File: src/rtl/pipeline_ctrl_pkg.sv
// Shared definitions for the pipeline hazard/exception controller:
// stall-bus layout, controller state codes and the default exception vector.
package pipeline_ctrl_pkg;

  localparam int unsigned STALL_BUS_WIDTH = 6;

  typedef logic [STALL_BUS_WIDTH-1:0] stall_bus_t;

  // Bit order is {wb, mem, ex, id, if, pc}.
  localparam stall_bus_t STALL_NONE   = 6'b000000;
  localparam stall_bus_t STALL_IF     = 6'b000011;
  localparam stall_bus_t STALL_ID     = 6'b000111;
  localparam stall_bus_t STALL_EX     = 6'b001111;
  localparam stall_bus_t STALL_MEM    = 6'b011111;
  localparam stall_bus_t STALL_FREEZE = 6'b111111;

  localparam logic [31:0] PCTRL_EXC_VECTOR = 32'hBFC00380;

  typedef enum logic [1:0] {
    PctrlRun   = 2'd0,
    PctrlPend  = 2'd1,
    PctrlFlush = 2'd2
  } pctrl_state_t;

  // The highest requesting stage wins; the stage below it receives the bubble.
  function automatic stall_bus_t encode_stall(input logic req_if, input logic req_id,
                                              input logic req_ex, input logic req_mem);
    stall_bus_t enc;
    if (req_mem)     enc = STALL_MEM;
    else if (req_ex) enc = STALL_EX;
    else if (req_id) enc = STALL_ID;
    else if (req_if) enc = STALL_IF;
    else             enc = STALL_NONE;
    return enc;
  endfunction

endpackage

File: src/rtl/pipeline_ctrl_sat_counter.sv
// Saturating up-counter used for performance statistics; sticks at all-ones.
module sat_counter #(
  parameter int unsigned WIDTH = 32
) (
  input  logic             i_clk,
  input  logic             i_rst,
  input  logic             i_inc,
  output logic [WIDTH-1:0] o_count
);

  logic [WIDTH-1:0] r_count;

  always_ff @(posedge i_clk or posedge i_rst) begin
    if (i_rst) begin
      r_count <= '0;
    end else if (i_inc && (r_count != '1)) begin
      r_count <= r_count + WIDTH'(1);
    end
  end

  assign o_count = r_count;

endmodule

File: src/rtl/pipeline_ctrl.sv
// Central hazard/exception controller: encodes per-stage stall requests, freezes the
// pipeline on an exception/ERET from MEM, and issues a one-cycle flush with the PC redirect.
module pipeline_ctrl
  import pipeline_ctrl_pkg::*;
#(
  parameter int unsigned            ADDR_WIDTH = 32,
  parameter logic [ADDR_WIDTH-1:0]  EXC_VECTOR = ADDR_WIDTH'(PCTRL_EXC_VECTOR),
  parameter int unsigned            CNT_WIDTH  = 32
) (
  input  logic                       i_clk,
  input  logic                       i_rst,
  input  logic                       i_stall_req_if,
  input  logic                       i_stall_req_id,
  input  logic                       i_stall_req_ex,
  input  logic                       i_stall_req_mem,
  input  logic                       i_exc_req,
  input  logic                       i_exc_is_eret,
  input  logic [ADDR_WIDTH-1:0]      i_epc_in,
  output logic [STALL_BUS_WIDTH-1:0] o_stall,
  output logic                       o_flush,
  output logic [ADDR_WIDTH-1:0]      o_redirect_pc,
  output logic                       o_busy_exc,
  output logic [CNT_WIDTH-1:0]       o_stall_cycles
);

  pctrl_state_t          r_state;
  logic                  r_flush;
  logic                  r_busy_exc;
  logic [ADDR_WIDTH-1:0] r_target;
  logic [ADDR_WIDTH-1:0] r_redirect_pc;
  logic [ADDR_WIDTH-1:0] w_exc_target;
  stall_bus_t            w_stall;

  assign w_exc_target = i_exc_is_eret ? i_epc_in : EXC_VECTOR;

  // Reset forces a quiet stall bus even while requests are still asserted.
  always_comb begin
    w_stall = STALL_NONE;
    if (!i_rst) begin
      case (r_state)
        PctrlRun: begin
          if (i_exc_req) begin
            w_stall = STALL_FREEZE;
          end else begin
            w_stall = encode_stall(i_stall_req_if, i_stall_req_id, i_stall_req_ex,
                                   i_stall_req_mem);
          end
        end
        PctrlPend: w_stall = STALL_FREEZE;
        default:   w_stall = STALL_NONE;
      endcase
    end
  end

  always_ff @(posedge i_clk or posedge i_rst) begin
    if (i_rst) begin
      r_state       <= PctrlRun;
      r_flush       <= 1'b0;
      r_busy_exc    <= 1'b0;
      r_target      <= '0;
      r_redirect_pc <= '0;
    end else begin
      r_flush <= 1'b0;
      case (r_state)
        PctrlRun: begin
          if (i_exc_req) begin
            r_target <= w_exc_target;
            if (i_stall_req_mem) begin
              r_state    <= PctrlPend;
              r_busy_exc <= 1'b1;
            end else begin
              r_state       <= PctrlFlush;
              r_flush       <= 1'b1;
              r_redirect_pc <= w_exc_target;
            end
          end
        end
        PctrlPend: begin
          if (!i_stall_req_mem) begin
            r_state       <= PctrlFlush;
            r_flush       <= 1'b1;
            r_busy_exc    <= 1'b0;
            r_redirect_pc <= r_target;
          end
        end
        default: r_state <= PctrlRun;
      endcase
    end
  end

  sat_counter #(
    .WIDTH (CNT_WIDTH)
  ) u_stall_cnt (
    .i_clk   (i_clk),
    .i_rst   (i_rst),
    .i_inc   (w_stall[0]),
    .o_count (o_stall_cycles)
  );

  assign o_stall       = w_stall;
  assign o_flush       = r_flush;
  assign o_redirect_pc = r_redirect_pc;
  assign o_busy_exc    = r_busy_exc;

endmodule

File: config.mk
export PLATFORM = sky130hd
export DESIGN_NAME = pipeline_ctrl
export DESIGN_NICKNAME = d
export VERILOG_FILES = /design/src/rtl/pipeline_ctrl_pkg.sv /design/src/rtl/pipeline_ctrl_sat_counter.sv /design/src/rtl/pipeline_ctrl.sv
export SDC_FILE = /design/constraint.sdc
export NUM_CORES = 1
export LEC_CHECK = 0
export CAP_MARGIN = 10
export CORE_MARGIN = 2
export CORE_UTILIZATION = 48
export CTS_BUF_LIST = sky130_fd_sc_hd__clkbuf_16
export DETAILED_ROUTE_END_ITERATION = 10
export PLACE_DENSITY = 0.85
export RECOVER_POWER = 50
export SLEW_MARGIN = 20
export SYNTH_ARGS = -nofsm -noshare
export SYNTH_HDL_FRONTEND = slang
export SYNTH_SLANG_ARGS = --single-unit
File: constraint.sdc
create_clock -name i_clk -period 5.85 [get_ports i_clk]
set_input_delay 0.585 -clock i_clk [delete_from_list [all_inputs] [get_ports i_clk]]
set_output_delay 0.585 -clock i_clk [all_outputs]
set_load 0.02 [all_outputs]
==> results of run 1 <==
## worst paths after layout
kind	startpoint	cells past startpoint	slack (ns)	endpoint
min in group asynchronous	i_rst	2	0.97	o_busy_exc
setup reg to reg	r_state[1]	4	2.80	r_target[22]
setup / recovery	i_rst	4	2.11	o_stall[2]
hold / removal	o_redirect_pc[4]	2	0.48	o_redirect_pc[4]
hold reg to reg	o_redirect_pc[4]	2	0.48	o_redirect_pc[4]
max in group asynchronous	i_rst	3	3.40	o_flush
## kinds of logic (layout without fill, tap and decap cells)
family / count (synthesis) / count (layout) / synth area share [%]
AOI/OAI and AO/OA: 102 / 102 / 11.52
DFF: 100 / 100 / 55.23
and+or+nand+nor: 219 / 219 / 22.95
buffers and inverters: 37 / 137 / 3.701
muxes: 1 / 1 / 0.3313
xor gates and xnor gates: 31 / 31 / 5.993
adders and majority gates: 1 / 1 / 0.2761
## final cells by class
class / count / area (sq um)
Clock buffer: 9 / 225.2
Inverter: 6 / 23.77
Sequential cell: 100 / 2502
Fill cell: 740 / 3242
Tap cell: 111 / 138.9
Timing Repair Buffer: 116 / 1140
Clock inverter: 6 / 56.30
Multi-Input combinational cell: 354 / 1868
## per-layer routing
layer	share of wire, %	wire length [um]
met2	51	5507
met3	2.8	305
met5	0	0
met1	43	4701
met4	2.7	292
## synthesized netlist by cell type, types with 2 or more instances
cell / instances / area share (%)
sky130_fd_sc_hd__dfrtp_1: 100 / 55
sky130_fd_sc_hd__nand2_1: 100 / 8.3
sky130_fd_sc_hd__o21ai_0: 66 / 7.3
sky130_fd_sc_hd__nor2_1: 38 / 3.1
sky130_fd_sc_hd__a21oi_1: 32 / 3.5
sky130_fd_sc_hd__xor2_1: 30 / 5.8
sky130_fd_sc_hd__clkbuf_1: 21 / 1.7
sky130_fd_sc_hd__nor3_1: 19 / 2.1
sky130_fd_sc_hd__nor2b_1: 13 / 1.8
sky130_fd_sc_hd__nor4_1: 12 / 1.7
sky130_fd_sc_hd__and3_1: 8 / 1.1
sky130_fd_sc_hd__nand3_1: 8 / 0.88
sky130_fd_sc_hd__inv_1: 6 / 0.50
sky130_fd_sc_hd__nand4_1: 5 / 0.69
sky130_fd_sc_hd__and4_1: 3 / 0.58
sky130_fd_sc_hd__buf_1: 3 / 0.25
sky130_fd_sc_hd__buf_4: 3 / 0.50
sky130_fd_sc_hd__buf_2: 2 / 0.22
sky130_fd_sc_hd__buf_6: 2 / 0.50
sky130_fd_sc_hd__nor3b_1: 2 / 0.33
sky130_fd_sc_hd__nor4b_1: 2 / 0.39
## cells in the final DEF, fill, tap and decap left out, types with 2 or more instances in the layout
cell / Yosys / final
sky130_fd_sc_hd__inv_1: 6 / 5
sky130_fd_sc_hd__o21ai_0: 66 / 66
sky130_fd_sc_hd__and4_1: 3 / 3
sky130_fd_sc_hd__clkbuf_16: 0 / 9
sky130_fd_sc_hd__clkbuf_1: 21 / 2
sky130_fd_sc_hd__buf_4: 3 / 2
sky130_fd_sc_hd__nand4_1: 5 / 5
sky130_fd_sc_hd__clkinv_1: 0 / 3
sky130_fd_sc_hd__xor2_1: 30 / 30
sky130_fd_sc_hd__nor3_1: 19 / 19
sky130_fd_sc_hd__a21oi_1: 32 / 32
sky130_fd_sc_hd__nor4_1: 12 / 12
sky130_fd_sc_hd__nor2b_1: 13 / 12
sky130_fd_sc_hd__clkinvlp_4: 0 / 2
sky130_fd_sc_hd__nor2_1: 38 / 38
sky130_fd_sc_hd__nand3_1: 8 / 8
sky130_fd_sc_hd__nand2_1: 100 / 100
sky130_fd_sc_hd__clkdlybuf4s50_1: 0 / 41
sky130_fd_sc_hd__nor4b_1: 2 / 2
sky130_fd_sc_hd__dlygate4sd3_1: 0 / 69
sky130_fd_sc_hd__dfrtp_1: 100 / 100
sky130_fd_sc_hd__and3_1: 8 / 8
sky130_fd_sc_hd__nor3b_1: 2 / 2
## worst max-delay path: stages
cell and delay, ns:
sky130_fd_sc_hd__dlygate4sd3_1 0.64, sky130_fd_sc_hd__clkinvlp_2 0.85, sky130_fd_sc_hd__a31o_2 0.55, sky130_fd_sc_hd__clkdlybuf4s50_1 0.53
## state kept, by name, summed over array words and instances, names as in the netlist
name	cells
o_busy_exc	1
u_stall_cnt.o_count	32
r_state	2
r_target	32
o_flush	1
o_redirect_pc	32
## per-stage QoR
stage	hold slack (ns)	setup WS [ns]	cells	instance area, sq um
floorplan	0.4502	2.120	491	4531
detailed placement	0.4714	2.260	685	5669
global route	0.5073	1.745	702	5954
global placement	0.4611	2.386	685	5669
finish	0.4759	2.112	702	5954
CTS	0.4855	2.246	700	5951
## power by group through the flow
| stage | Clock (mW) | Combinational [mW] | Sequential [mW] |
|---|---|---|---|
| finish | 0.570 | 0.494 | 0.902 |
| global route | 0.603 | 0.540 | 0.917 |
| CTS | 0.580 | 0.529 | 0.905 |
| detailed placement | 0 | 0.528 | 0.916 |
| global placement | 0 | 0.511 | 0.910 |
| floorplan | 0 | 0.188 | 0.996 |
==> metrics list, run 1 <==
- Run status: complete, but fails checks
- The final reports fail on max-capacitance violations, max-slew violations.
- Summed over all cells, the static leakage comes to 2.675 nW.
- Number of buffers created by CTS: 9
- Fmax: 267.6 MHz
- DR DRC count: 0
- Global routing used 27.78% of the available met1 tracks.
- Core footprint: 9196 sq um
- FF+latch count, synth: 100
- Total GRT Usage: 21.44%
- 112 I/O pins were placed.
- In this run the power density over the cells is 330.1 nW/um^2.
* Data arrival time at the worst-slack endpoint: 3.15 ns
* Internal Pwr Total: 1.345 mW
- The layer flagged by global routing as most heavily used is met2.
* Maximum capacitance violations: 1
- The number of different library cells used by synthesis comes to 37.
- After layout, the minimum clock period comes to 3.738 ns.
- After layout, the design draws a total of 1.966 mW.
- Max Buffers Root-to-Sink: 2
* Pin count of the biggest net entering global routing: 80
- The number of nets handed over by synthesis was 532.
* Area Overhead vs Synth: 31.43%
- The worst setup path is captured at an output port.
* Post-DP HPWL: 7183 um
* Sum of negative setup slack: 0 ns
* GP Congestion: 0.7818
* Met3 usage: 2.761%
- Combinational cells account for 25.1% of the total power.
- Number of global-route vias before repair: 3707
* Remaining max-slew budget at the tightest pin: -53.98%
* Share of post-route cells with drive strength above 1: 4.399%
- Clock edge transition at the registers on the reported setup and hold paths: 0.07 ns
- The floorplan step set the die height to 101.2 um.
- Synthesized cell area: 4531 sq um
- The die covers 10230 sq um.
- The first detailed-routing pass ran for 4 iterations.
- Synthesis produced 491 cells.
- After the last flow step, the layout net total stands at 628.
- At the pin with the least slew margin, the transition time is 2.310 ns.
- Dividing the detail-routed via count by the number of cells gives 5.383.
- Total number of placement rows: 35
* Count of input and output buffers: 111
- # clock sinks: 100
- Final-report hold violation count: 0
* Starting Density: 49.27%
- The clock tree synthesis step divided the H-tree into 3 levels.
- Required time of the critical path: 5.27 ns
* Worst-skew pair later-pin latency: 0.33 ns
- Number of DRC markers in iteration 0: 156
* Startpoint kind of the worst setup timing path: input port
* Clock share of power: 29.0%
* Count of synthesis-stage warnings from yosys: 0
- The share of the Yosys chip area taken by registers is 55.23%.
* Final count of negative-setup-slack endpoints: 0
* Number of nets with antenna violations after routing: 0
- CTS tree: yes
- After detailed routing, the average wire length per cell comes to 15.39 um.
- Post-CTS Hold Buffers: 0
- Post-synthesis area per instance: 9.227 sq um
- The setup path with the least slack is of type in2out.
- Fraction of power consumed by sequential logic: 45.9%
* GR Layer Usage met2: 36.42%
- The synthesized design contains 0 enable-type register cells.
- Post-synth top flop: sky130_fd_sc_hd__dfrtp_1
- Clock skew on the completed layout was measured at 0.007627 ns.
- Post-CTS timing repair inserted 0 buffers for setup.
* Buffer cell driving the clock tree root: sky130_fd_sc_hd__clkbuf_16
* Initial antenna violation count: 0
- In this run the worst hold path is classified as reg2reg.
- ANT cells: 0
* Total vias in the final route: 3779
- Largest fanout of any net on the critical path: 23
- Switching part of the total: 31.55%
- Net switching power figure: 0.6202 mW
- Proportion of synthesized flip-flops having asynchronous set or reset: 100.0%
- Setup repair after global routing left no endpoint under its margin.
- IR analysis of the VDD net gives a maximum drop of 0.0001560 V.
* Resized cells post-CTS: 0
- Final design utilization: 64.75%
- The die is 101.2 um wide.
- The max-slew violation count came to 65.
- Wires add up to 10810 um.
- Global-route wire length before repair: 17600 um
- Period utilization: 63.89%
* Congestion Overflow GR: 0
No activity file was read; power rests on OpenSTA's default activity.
==> inputs of run 2 (changes only) <==
clock period = 3.8 ns   (was 5.85 ns; I/O delays follow)
==> metrics list, run 2 (synthesis gave the netlist of run 1 again) <==
- The run finished, with violations left.
* Failing checks: max-capacitance violations, max-slew violations
- Detailed-route wire length: 10610 um (-1.8%)
* Share of post-route cells with drive strength above 1: 5.236% (+0.84 points)
* Commonest cells after routing, fill and taps aside: sky130_fd_sc_hd__nand2_1 (100), sky130_fd_sc_hd__dfrtp_1 (100), sky130_fd_sc_hd__clkdlybuf4s50_1 (80)
- The die extent in y came to 101.2 um (unchanged).
- Lkg Pwr: 2.678 nW (about the same)
* Number of instances on the worst hold path: 2 (unchanged)
* Class of the most critical setup path: in2out
* Power Density: 513.5 nW/um^2 (+56%)
- The final weighted congestion of routability-driven global placement came to 0.8432 (+7.9%).
- CTS H-tree lvls: 3 (unchanged)
- Total vias in the final route: 3787 (+0.21%)
* Clock edge transition at the registers on the reported setup and hold paths: 0.07 ns (about the same)
- Starting Density: 49.27% (unchanged)
* Count of buffers added by post-CTS timing repair for setup: 0 (unchanged)
- Count of input and output buffers: 111 (unchanged)
- DR DRC count: 0 (unchanged)
* Number of DRC markers in iteration 0: 188 (+21%)
* Worst setup skew after layout: 0.008385 ns (+0.0007574 ns)
- # clock sinks: 100 (unchanged)
- Based on the critical path, the design can be clocked at up to 331.8 MHz.
* First-pass iteration count of the detailed router: 4 (unchanged)
- The switching component of the power is 0.9603 mW (+55%).
- Pin count of the biggest net entering global routing: 83 (+3.8%)
* Slowest stage delay, CP: 0.60 ns (-0.25 ns)
* Fraction of power consumed by sequential logic: 45.4% (-0.5 points)
- The met1 track demand over resource is 28.05% (+0.28 points).
- The worst setup path is launched from an input port.
* Final count of negative-setup-slack endpoints: 0 (unchanged)
* Remaining max-slew budget at the tightest pin: -31.93% (+22 points)
* Min cycle time layout: 3.014 ns
* Met3 usage: 3.520% (+0.76 points)
* Most Used Layer, Global Route: met2
- Width of the die: 101.2 um (unchanged)
* Sum of negative setup slack: 0 ns (unchanged)
- TritonCTS built the clock tree.
- Worst vdd ir: 0.0002414 V (+55%)
- The share of total power in the clock network was 29.1% (about the same).
- Worst path slowest cell: sky130_fd_sc_hd__dlygate4sd3_1
* Resized cells post-CTS: 0 (unchanged)
- The number of placed I/O pins was 112 (unchanged).
- Via count normalized by instance count: 5.387 (about the same)
- The switching part of the total power came to 31.33% (-0.22 points).
* Number of global-route vias before repair: 3703 (-0.11%)
* Congestion Overflow GR: 0 (unchanged)
- The data required time of the critical path is 3.42 ns (-1.85 ns).
* Total Power Consumption: 3.065 mW (+56%)
- Class of the tightest hold or removal check: reg2reg
* Global-route wire length before repair: 17510 um (-0.51%)
- The total half-perimeter wirelength after legalization and detailed placement is 7307 um (+1.7%).
* Internal Pwr Total: 2.105 mW (+56%)
* Buffer cell driving the clock tree root: sky130_fd_sc_hd__clkbuf_16
- The full die area came to 10230 sq um (unchanged).
- Critical path capture point type: output port
* Data arrival time at the worst-slack endpoint: 2.63 ns (-0.52 ns)
- Fraction of power consumed by combinational cells: 25.5% (+0.4 points)
* Worst R2R Path Depth: 6 (+2)
- The count of hold buffers inserted by post-cts repair came to 0 (unchanged).
- Final-report hold violation count: 0 (unchanged)
- The met2 track utilization from global routing came to 35.86% (-0.56 points).
- The worst-path maximum fanout is 17 (-26%).
- The final antenna diode count was 0 (unchanged).
- Dividing the final minimum period by the clock period gives 79.31%.
- Net count reported at finish: 628 (unchanged)
* Maximum capacitance violations: 1 (unchanged)
* Worst Tran Pin Value: 1.979 ns (-0.3309 ns)
- The cell row count came to 35 (unchanged).
- Cell Chain, Critical Path: dlygate4sd3_1 > nor4_1 > a211o_1 > inv_1 > clkdlybuf4s50_1
* Total GRT Usage: 21.51% (+0.074 points)
* Core footprint: 9196 sq um (unchanged)
- RSZ-0062 raised after global routing: no
* Max Buffers Root-to-Sink: 2 (unchanged)
- Initial antenna violation count: 0 (unchanged)
- Worst-skew pair later-pin latency: 0.33 ns (about the same)
- The number of nets still failing antenna checks after routing came to 0 (unchanged).
- The total CTS buffers came to 9 (unchanged).
- Fill cell total of the finished layout: 728 (-1.6%)
- WL/cell: 15.10 um (-1.9%)
- The max-slew violation count is 83 (+28%).
- Area Overhead vs Synth: 31.76%
[run 2: changes by cell type in the layout (fill, tap and decap cells not counted), sizes merged]
cell	before	now
dlygate4sd3	69	30
inv	5	8
clkbuf	11	10
buf	4	5
clkdlybuf4s50	41	80
clkinvlp	3	1
[run 2: metal layers]
metal	vias up	part of all wire [%]	routed length [um]
met4	0	2.0	209
li1	1855	-	-
met2	103	52	5529
met3	16	3.8	404
met1	1813	42	4469
met5	-	0	0
[run 2: power groups by stage]
stage,Clock (mW),Combinational (mW),Sequential (mW)
finish,0.892,0.782,1.39
global route,0.960,0.852,1.41
CTS,0.910,0.811,1.39
detailed placement,0,0.810,1.41
global placement,0,0.787,1.40
floorplan,0,0.289,1.53
[run 2: through the flow]
stage	setup slack (ns)	hold WS [ns]	cell area, sq um	instances	util (%)
after detailed placement	0.9202	0.4702	5684	687	61.81
after floorplan	0.4797	0.4502	4531	491	-
after global placement	1.037	0.4604	5684	687	61.81
final	0.7861	0.4734	5969	703	64.91
after global routing	0.5694	0.5056	5969	703	64.91
after CTS	0.9108	0.4560	5977	703	64.99
[run 2: path summary, 6_finish.rpt]
path / start / to / slack (ns)
worst max-delay path: i_exc_req / o_stall[1] / 0.79
worst min-delay path: o_redirect_pc[3] / o_redirect_pc[3] / 0.47
max in group asynchronous: i_rst / r_target[23] / 1.07
min in group asynchronous: i_rst / u_stall_cnt.o_count[21] / 0.56
worst max register to register: u_stall_cnt.o_count[3] / u_stall_cnt.o_count[1] / 1.31
worst min register to register: o_redirect_pc[3] / o_redirect_pc[3] / 0.47
[run 2: final cells by class]
cell class                      instances  area, sq um  share of cell area, %
Clock buffer                            9        225.2                  3.773
Clock inverter                          7        67.56                  1.132
Inverter                                6        25.02                 0.4192
Multi-Input combinational cell        354         1869                  31.31
Sequential cell                       100         2502                  41.92
Tap cell                              111        138.9                  2.327
Timing Repair Buffer                  116         1141                  19.12
[run 2: critical path, delay by kind of cell]
kind	cells	cell delay (ns)
buf+inv	3	1.27
compound gates	1	0.55
simple gates	1	0.42
==> inputs of run 3 (changes only) <==
clock period = 3 ns   (was 3.8 ns; I/O delays follow)
==> metrics list, run 3 (synthesis gave the netlist of run 1 again) <==
- The flow ran to the end, and the final reports show no timing, DRC or antenna violations.
- The final hold violation count came to 0 (unchanged).
* Min cycle time layout: 2.465 ns
* ANT cells: 0 (unchanged)
- Startpoint kind of the worst setup timing path: flip-flop
- The quantity of gates resized following cts came to 0 (unchanged).
- Fraction of power consumed by combinational cells: 24.1% (-1.4 points)
- WL/cell: 15.28 um (+1.2%)
* Number of nets with antenna violations after routing: 0 (unchanged)
* Hold_sp: o_redirect_pc[5]
- RSZ-0062 raised after global routing: no
- The normalized max-slew margin was 23.95% (+56 points).
- Fraction of power consumed by sequential logic: 43.7% (-1.7 points)
- Slack of the worst reg-to-reg path: 0.53 ns (-0.78 ns)
- For hold timing, the worst endpoint is o_redirect_pc[5].
- The count of clock tree sinks was 100 (unchanged).
- The total routed wirelength was 10810 um (+1.8%).
- Via count normalized by instance count: 5.416 (+0.54%)
- The endpoint identified for the worst register-to-register timing path is u_stall_cnt.o_count[6].
* Share of post-route cells with drive strength above 1: 5.872% (+0.64 points)
- The number of placed I/O pins is 112 (unchanged).
- The number of buffers on the longest clock path was 2 (unchanged).
- The number of placed cells counting well taps is 691 (+0.58%).
* First-pass iteration count of the detailed router: 4 (unchanged)
* Worst-skew pair later-pin latency: 0.33 ns (about the same)
- Relative to the synthesized area, the layout overhead comes to 33.55%.
- The sum of overflow across all layers after global routing is 0 (unchanged).
- The area of combinational cells with multiple inputs was 1869 sq um (unchanged).
- The horizontal extent of the die came to 101.2 um (unchanged).
- Register area: 2502 sq um (unchanged)
* Power Density: 666.6 nW/um^2 (+30%)
- The overall routing resource usage came to 21.49% (-0.025 points).
- The pin count of the biggest net entering global routing was 67 (-19%).
- The internal power is 2.810 mW (+34%).
* Total count of max-transition violations in the final report: 0 (-100%)
- Worst Tran Pin Value: 1.141 ns (-0.8382 ns)
- The cell depth of the worst flop-to-flop path was 6 (unchanged).
- The total half-perimeter wirelength after legalization and detailed placement was 7462 um (+2.1%).
* Final count of negative-setup-slack endpoints: 0 (unchanged)
* Sum of negative setup slack: 0 ns (unchanged)
* DIE AREA: 10230 sq um (unchanged)
- Total vias in the final route: 3829 (+1.1%)
* Total number of placement rows: 35 (unchanged)
- Lkg Pwr: 2.727 nW (+1.8%)
- The data required time of the critical path was 3.19 ns (-0.23 ns).
- The number of global-route vias before repair was 3652 (-1.4%).
- The worst clock skew was 0.009464 ns (+0.001079 ns).
* Number of DRC markers in iteration 0: 140 (-26%)
- The die extent in y was 101.2 um (unchanged).
- Number of instances on the worst hold path: 2 (unchanged)
- Net count reported at finish: 632 (+0.64%)
- The share of total power in the clock network came to 32.2% (+3.1 points).
- CTS H-tree lvls: 3 (unchanged)
- The number of fill cells in the layout is 742 (+1.9%).
* Switching part of the total: 30.32% (-1.0 points)
- Start of the worst register-to-register path: u_stall_cnt.o_count[3]
- Period utilization: 82.18%
- TritonCTS built the clock tree.
- The setup fix buffers added after clock tree synthesis was 0 (unchanged).
- Class of the most critical setup path: reg2reg
* Maximum capacitance violations: 0 (-1)
* Number of buffers created by CTS: 9 (unchanged)
- The wire length of the first global-routing pass was 17620 um (+0.59%).
- Fmax: 405.6 MHz
* GP Congestion: 0.8703 (+3.2%)
* Core footprint: 9196 sq um (unchanged)
- Critical path capture point type: flip-flop
- The DRC violations left is 0 (unchanged).
- Post-CTS Hold Buffers: 0 (unchanged)
- The initial antenna violation count came to 0 (unchanged).
- The arrival time at the worst endpoint is 2.66 ns (+0.03 ns).
- Clock edge transition at the registers on the reported setup and hold paths: 0.07 ns (about the same)
* Buffer cell driving the clock tree root: sky130_fd_sc_hd__clkbuf_16
- Class of the tightest hold or removal check: reg2reg
- In the layout the commonest cells are sky130_fd_sc_hd__nand2_1 (100), sky130_fd_sc_hd__dfrtp_1 (100), sky130_fd_sc_hd__o21ai_0 (66).
- The starting utilization of the core area came to 49.27% (unchanged).
* Count of input and output buffers: 111 (unchanged)
* Largest fanout of any net on the critical path: 13 (-4)
- Net switching power figure: 1.223 mW (+27%)
- Post-layout instance count excluding filler cells: 707 (+0.57%)
- The worst supply voltage drop on vdd came to 0.0003116 V (+29%).
[run 3: worst max-delay path, stage by stage, from the launching register on]
cell and delay (ns):
sky130_fd_sc_hd__dfrtp_1 0.44, sky130_fd_sc_hd__nand3_2 0.17, sky130_fd_sc_hd__or4_4 0.56, sky130_fd_sc_hd__nor4_4 0.62, sky130_fd_sc_hd__buf_4 0.31, sky130_fd_sc_hd__nor4_1 0.08, sky130_fd_sc_hd__xor2_1 0.16
[run 3: per-stage QoR]
step | worst slack [ns] | utilization [%] | hold slack, ns | area (sq um) | power, mW
6_report | 0.5347 | 65.80 | 0.4823 | 6051 | 4.033
5_1_grt | 0.3554 | 65.80 | 0.5046 | 6051 | 4.227
4_1_cts | 0.5335 | 65.85 | 0.4872 | 6056 | 4.119
3_5_place_dp | 0.5827 | 62.15 | 0.4726 | 5715 | 2.820
3_3_place_gp | 0.6439 | 62.15 | 0.4611 | 5715 | 2.776
2_1_floorplan | 0.3826 | - | 0.4388 | 4534 | 2.309
[run 3: final cells by class]
class,count,area share [%]
Inverter,6,0.4342
Clock buffer,9,3.722
Sequential cell,100,41.36
Multi-Input combinational cell,354,30.89
Tap cell,111,2.295
Timing Repair Buffer,120,19.40
Clock inverter,7,1.902
[run 3: worst max-delay path by stage]
stage | cells past startpoint | slack [ns] | to | from
finish | 6 | 0.53 | u_stall_cnt.o_count[6] | u_stall_cnt.o_count[3]
global route | 6 | 0.36 | u_stall_cnt.o_count[4] | u_stall_cnt.o_count[3]
CTS | 6 | 0.53 | u_stall_cnt.o_count[6] | u_stall_cnt.o_count[3]
detailed placement | 6 | 0.58 | u_stall_cnt.o_count[4] | u_stall_cnt.o_count[3]
global placement | 7 | 0.64 | u_stall_cnt.o_count[27] | i_exc_req
floorplan | 2 | 0.38 | o_stall[2] | i_rst
[run 3: routing by layer]
metal / vias up / share of wire [%] / GRT usage, %
li1: 1857 / - / -
met1: 1867 / 43 / 28.63
met2: 87 / 52 / 36.53
met3: 18 / 2.8 / 2.070
met4: 0 / 2.2 / 8.316
met5: - / 0 / 0
[run 3: power groups by stage]
stage,logic (mW),registers (mW),clock network [mW]
4_1_cts,1.03,1.77,1.32
5_1_grt,1.06,1.79,1.37
3_5_place_dp,1.03,1.79,0
3_3_place_gp,1.00,1.77,0
6_report,0.971,1.76,1.30
2_1_floorplan,0.366,1.94,0
